File: src/rtl/pcs25g_gray_pkg.sv
// rtl/pcs25g_gray_pkg.sv - shared pointer width, FSM encodings and init length for the Gray pointer link
package pcs25g_gray_pkg;

  localparam int PTR_W        = 4;
  localparam int INIT_CYC_DEF = 3;

  typedef enum logic [1:0] {
    ST_INIT  = 2'd0,
    ST_TRACK = 2'd1,
    ST_ERROR = 2'd2
  } state_e;

endpackage

File: src/rtl/gray_ptr_rx_16_if.sv
// rtl/gray_ptr_rx_16_if.sv - read-side bundle: remote Gray pointer in, read request/status out
interface gray_ptr_rx_16_if;
  import pcs25g_gray_pkg::*;

  logic [PTR_W-1:0] gray_in;
  logic             rd_en;
  logic             err_clr;
  logic             ready;
  logic             empty;
  logic [PTR_W-1:0] occupancy;
  logic [PTR_W-1:0] rptr;
  logic             err;

  // Consumer side: supplies pointer and requests, observes status
  modport master (
    output gray_in, rd_en, err_clr,
    input  ready, empty, occupancy, rptr, err
  );

  // Receiver block side
  modport slave (
    input  gray_in, rd_en, err_clr,
    output ready, empty, occupancy, rptr, err
  );

endinterface

File: src/rtl/graydecoder_16.sv
// rtl/graydecoder_16.sv - combinational 4-bit Gray-to-binary decode, inverse of the link encoder
module graydecoder_16 (
  input  logic [3:0] g,
  output logic [3:0] b
);

  // Each binary bit is the XOR of all Gray bits at or above it
  always_comb begin
    b[3] = g[3];
    b[2] = ^g[3:2];
    b[1] = ^g[3:1];
    b[0] = ^g[3:0];
  end

endmodule

File: src/rtl/gray_ptr_rx_16.sv
// rtl/gray_ptr_rx_16.sv - Gray pointer receiver: 2-flop sync, decode, align, local read pointer; checker under GRAY_PTR_RX_CHECK_EN
module gray_ptr_rx_16
  import pcs25g_gray_pkg::*;
#(
  parameter int INIT_CYC = INIT_CYC_DEF
) (
  input  logic           clk,
  input  logic           rst,
  gray_ptr_rx_16_if.slave bus
);

  localparam int CNT_W = $clog2(INIT_CYC + 1);

  logic [PTR_W-1:0] sync1_q, sync1_d;
  logic [PTR_W-1:0] sync2_q, sync2_d;
  logic [PTR_W-1:0] wptr_q, wptr_d;
  logic [PTR_W-1:0] rptr_q, rptr_d;
  logic [CNT_W-1:0] cnt_q, cnt_d;
  state_e           state_q, state_d;
  logic [PTR_W-1:0] dec;
  logic [PTR_W-1:0] occ;
  logic             track;
  logic             rd_ok;
`ifdef GRAY_PTR_RX_CHECK_EN
  logic             err_q, err_d;
  logic [PTR_W-1:0] delta;
  logic             viol;
`endif

  graydecoder_16 u_dec (
    .g (sync2_q),
    .b (dec)
  );

  assign track = (state_q == ST_TRACK);
  assign occ   = wptr_q - rptr_q;
  assign rd_ok = bus.rd_en && (occ != '0);

`ifdef GRAY_PTR_RX_CHECK_EN
  // Remote pointer may only hold or step by one, and must not step into a full buffer
  always_comb begin
    delta = dec - wptr_q;
    viol  = (delta > 4'd1) || ((delta == 4'd1) && (occ == 4'd15));
  end
`endif

  // Next-state: synchronizer shift, init countdown, pointer tracking and checking
  always_comb begin
    sync1_d = bus.gray_in;
    sync2_d = sync1_q;
    wptr_d  = wptr_q;
    rptr_d  = rptr_q;
    cnt_d   = cnt_q;
    state_d = state_q;
`ifdef GRAY_PTR_RX_CHECK_EN
    err_d   = err_q;
`endif
    case (state_q)
      ST_INIT: begin
        if (cnt_q == CNT_W'(INIT_CYC)) begin
          // Align both pointers to the remote value so the buffer starts empty
          wptr_d  = dec;
          rptr_d  = dec;
          state_d = ST_TRACK;
        end else begin
          cnt_d = cnt_q + CNT_W'(1);
        end
      end
      ST_TRACK: begin
        wptr_d = dec;
        if (rd_ok) begin
          rptr_d = rptr_q + 4'd1;
        end
`ifdef GRAY_PTR_RX_CHECK_EN
        if (viol) begin
          err_d   = 1'b1;
          state_d = ST_ERROR;
        end
`endif
      end
`ifdef GRAY_PTR_RX_CHECK_EN
      ST_ERROR: begin
        wptr_d = dec;
        if (bus.err_clr) begin
          err_d   = 1'b0;
          cnt_d   = '0;
          state_d = ST_INIT;
        end
      end
`endif
      default: begin
        cnt_d   = '0;
        state_d = ST_INIT;
      end
    endcase
  end

  // State registers with synchronous reset back to INIT
  always_ff @(posedge clk) begin
    if (rst) begin
      sync1_q <= '0;
      sync2_q <= '0;
      wptr_q  <= '0;
      rptr_q  <= '0;
      cnt_q   <= '0;
      state_q <= ST_INIT;
`ifdef GRAY_PTR_RX_CHECK_EN
      err_q   <= 1'b0;
`endif
    end else begin
      sync1_q <= sync1_d;
      sync2_q <= sync2_d;
      wptr_q  <= wptr_d;
      rptr_q  <= rptr_d;
      cnt_q   <= cnt_d;
      state_q <= state_d;
`ifdef GRAY_PTR_RX_CHECK_EN
      err_q   <= err_d;
`endif
    end
  end

  assign bus.ready     = track;
  assign bus.empty     = !track || (occ == '0);
  assign bus.occupancy = track ? occ : '0;
  assign bus.rptr      = rptr_q;
`ifdef GRAY_PTR_RX_CHECK_EN
  assign bus.err       = err_q;
`else
  assign bus.err       = 1'b0;
`endif

endmodule
File: src/flat_wrapper.sv
// flat-port wrapper written by rule: the top's interface ports become plain ports
module gray_ptr_rx_16_flat import pcs25g_gray_pkg::*;
#(
  parameter int INIT_CYC = INIT_CYC_DEF
)
  (clk, rst, bus_gray_in, bus_rd_en, bus_err_clr, bus_ready, bus_empty, bus_occupancy, bus_rptr, bus_err);
  gray_ptr_rx_16_if bus_i ();
  input  logic clk;
  input  logic rst;
  input wire logic [$bits(bus_i.gray_in)-1:0] bus_gray_in;
  input wire logic [$bits(bus_i.rd_en)-1:0] bus_rd_en;
  input wire logic [$bits(bus_i.err_clr)-1:0] bus_err_clr;
  output wire logic [$bits(bus_i.ready)-1:0] bus_ready;
  output wire logic [$bits(bus_i.empty)-1:0] bus_empty;
  output wire logic [$bits(bus_i.occupancy)-1:0] bus_occupancy;
  output wire logic [$bits(bus_i.rptr)-1:0] bus_rptr;
  output wire logic [$bits(bus_i.err)-1:0] bus_err;
  assign bus_i.gray_in = bus_gray_in;
  assign bus_i.rd_en = bus_rd_en;
  assign bus_i.err_clr = bus_err_clr;
  assign bus_ready = bus_i.ready;
  assign bus_empty = bus_i.empty;
  assign bus_occupancy = bus_i.occupancy;
  assign bus_rptr = bus_i.rptr;
  assign bus_err = bus_i.err;
  gray_ptr_rx_16 #(.INIT_CYC(INIT_CYC)) u_core (.clk(clk), .rst(rst), .bus(bus_i));
endmodule
File: config.mk
export PLATFORM = sky130hd
export DESIGN_NAME = gray_ptr_rx_16_flat
export DESIGN_NICKNAME = d
export VERILOG_FILES = /design/src/rtl/pcs25g_gray_pkg.sv /design/src/rtl/gray_ptr_rx_16_if.sv /design/src/rtl/graydecoder_16.sv /design/src/rtl/gray_ptr_rx_16.sv /design/src/flat_wrapper.sv
export SDC_FILE = /design/constraint.sdc
export NUM_CORES = 1
export LEC_CHECK = 0
export CAP_MARGIN = 0
export CELL_PAD_IN_SITES_DETAIL_PLACEMENT = 0
export CELL_PAD_IN_SITES_GLOBAL_PLACEMENT = 2
export CORE_MARGIN = 1
export CORE_UTILIZATION = 38
export CTS_CLUSTER_DIAMETER = 30
export CTS_CLUSTER_SIZE = 25
export DETAILED_ROUTE_END_ITERATION = 16
export DONT_BUFFER_PORTS = 1
export PLACE_DENSITY = 0.79
export SLEW_MARGIN = 20
export SYNTH_ARGS = -nofsm -noshare
export SYNTH_HDL_FRONTEND = slang
export SYNTH_HIERARCHICAL = 1
export SYNTH_SLANG_ARGS = --single-unit
export TNS_END_PERCENT = 5
File: constraint.sdc
create_clock -name clk -period 5.8 [get_ports clk]
set_input_delay 1.74 -clock clk [delete_from_list [all_inputs] [get_ports clk]]
set_output_delay 1.74 -clock clk [all_outputs]
set_load 0.02 [all_outputs]
==> results.txt <==
ys async rst share: 0%
Post-synth EDFFs: 0
met2 Usage GRT: 25.4%
CTS root buf: clkbuf_4
nets@finish: 121
Num CTS Buffers: 3
CP startpoint: u_core/bus.rptr[2]
share of cells above drive strength 1: 5.66%
Setup Total Neg Slack: 0 ns
Final period util: 71.1%
worst hold margin: 0.444 ns
site row count: 17
commonest non-fill, non-tap cell in the layout: dfxtp_1
Worst Path Required: 4.06 ns
Vias/cell: 5.30
setup ws final: 1.68 ns
Synth cell types: 30
Worst-path clk slew: 0.11 ns
LEAKAGE: 0.364 nW
Clock Tree Buf Depth: 2
WP data arrival: 2.38 ns
dpl cell area: 955 sq um
Die H: 52.0 microns
Worst-Skew Late Latency: 0.30 ns
worst slew pin tran: 0.674 ns
Pre-Repair DR Iteration Count: 4
dpl ws: 2.03 ns
Slew headroom: 55.0%
Total Routing Usage GR: 14.9%
status: finished clean
dpl hpwl: 1.26 mm
Max Slew Vio Count: 0
Routed Antenna Nets: 0
number of H-tree levels: 1
Die W: 52.0 microns
Cells after DPL: 130
synth top area cells: dfxtp_1 40%, ha_1 6.6%, nor2b_1 6.6%
most area-hungry cell type in the Yosys netlist: dfxtp_1
Fmax achieved: 243 MHz
number of global-route vias before repair: 687
Fillers: 243
Synth Flop Type: dfxtp_1
sequential area share after synthesis: 40.1%
DRC: 0
Avg Cell Area, Syn: 8.79 sq um
Finished Layout Cells: 134
pwr/cell area: 389 nW/um^2
TritonCTS clock tree: yes
minimum clock period: 4.12 ns
cells after synthesis: 108
Max IR drop VDD: 0.000185 V
vias: 710
IO Pins: 19
CTS sink count: 19
first-pass GRT wire length: 2.86 mm
die area: 2700 sq um
GR Util met1: 16.6%
commonest non-fill, non-tap cells in the layout: 19 x dfxtp_1, 10 x nor2b_1, 9 x nand2_1, 8 x o21ai_0, 8 x a21oi_1
Final Hold Fails: 0
grt total ovfl: 0
Final Cell Area: 985 sq um
# hold bufs at CTS: 0
Final setup viols: 0
post-CTS setup buffers: 0
Post-CTS Resized: 0
area grow syn2layout: 3.69%
core area: 2280 sq um
grt met3 use: 5.85%
worst min path class: reg -> reg
Port Buffers: 0
Synth top area share: 40.1%
total power: 0.383 mW
synthesized cell area: 950 sq um
initial antenna violation count: 0
GP Congestion: 0.782
min-delay src: u_core/sync1_q[2]
Max Fanout on Critical Path: 6
Critical Path End Type: output port
gr busiest metal: met2
# diodes: 0
Seq cells post-synth: 19
Startpoint Class: flop
syn_nets: 122
RSZ-0062 raised after global routing: false
Post-Route WL: 1.73 mm
Final Core Density: 43.3%
DR WL/cell: 12.9 microns
largest net degree at the start of global routing: 20
Iter 0 DRT Violations: 12
FF-to-FF Start: u_core/bus.rptr[2]
critical path type: reg -> out
max cap viols: 0
Ys Warns: 6
Starting Density: 41.7%
Clock Skews: 0.00284 ns
==> kinds of logic (layout without fill, tap and decap cells) <==
| group | after synthesis | count (layout) | synth area share, % |
|---|---|---|---|
| other | 1 | 1 | 0.395 |
| AO/OA/AOI/OAI | 26 | 26 | 17.0 |
| buffers and inverters | 12 | 10 | 5.53 |
| multiplexers | 1 | 1 | 1.05 |
| AND/OR/NAND/NOR | 36 | 36 | 20.0 |
| flip-flops | 19 | 19 | 40.1 |
| XOR/XNOR | 7 | 7 | 7.25 |
| adder cells (fa/ha/maj) | 6 | 6 | 8.70 |
==> synth_stat cells (all sizes together) (2+ instances only) <==
master,count
o21ai,8
nor2,7
a21o,2
inv,6
buf,3
ha,5
a311oi,2
or3,3
xor2,4
dfxtp,19
nand3,4
xnor2,3
a31oi,2
clkbuf,3
nor2b,10
a21oi,8
nand2,9
==> flip-flops by register name, indices dropped and copies added, names as in the netlist <==
register / flops
u_core/sync2_q: 4
u_core/bus.rptr: 4
u_core/cnt_q: 2
u_core/state_q: 1
u_core/sync1_q: 4
u_core/wptr_q: 4
==> path summary, 6_finish.rpt <==
kind | to | slack [ns] | cells past startpoint
max | bus_empty | 1.68 | 6
min | u_core/sync2_q[2] | 0.44 | 1
max reg2reg | u_core/bus.rptr[3] | 3.21 | 7
min reg2reg | u_core/sync2_q[2] | 0.44 | 1
==> cell type report <==
type	count	area, sq um	share of cell area [%]
inverter	6	22.5	2.29
multi-input combinational	77	517	52.5
tap	28	35.0	3.56
clock inverter	1	7.51	0.762
clock buffer	3	22.5	2.29
sequential	19	380	38.6
==> where the power goes <==
part,internal [mW],total (mW),switching (mW)
Clock,0.0262,0.0681,0.0419
Sequential,0.148,0.177,0.0291
Combinational,0.0591,0.138,0.0790
Total,0.233,0.383,0.150
==> worst max-delay path: stages (launching register included) <==
cell,delay (ns)
dfxtp_1,0.55
inv_1,0.12
ha_1,0.35
and3b_1,0.20
o21ai_0,0.40
nand3_1,0.22
nand2_1,0.23
==> routing by layer <==
metal | vias to the layer above | routed length (microns)
met2 | 17 | 839
li1 | 364 | -
met3 | 2 | 94
met4 | 0 | 12
met5 | - | 0
met1 | 327 | 779
Power figures use the tool's default switching activity.
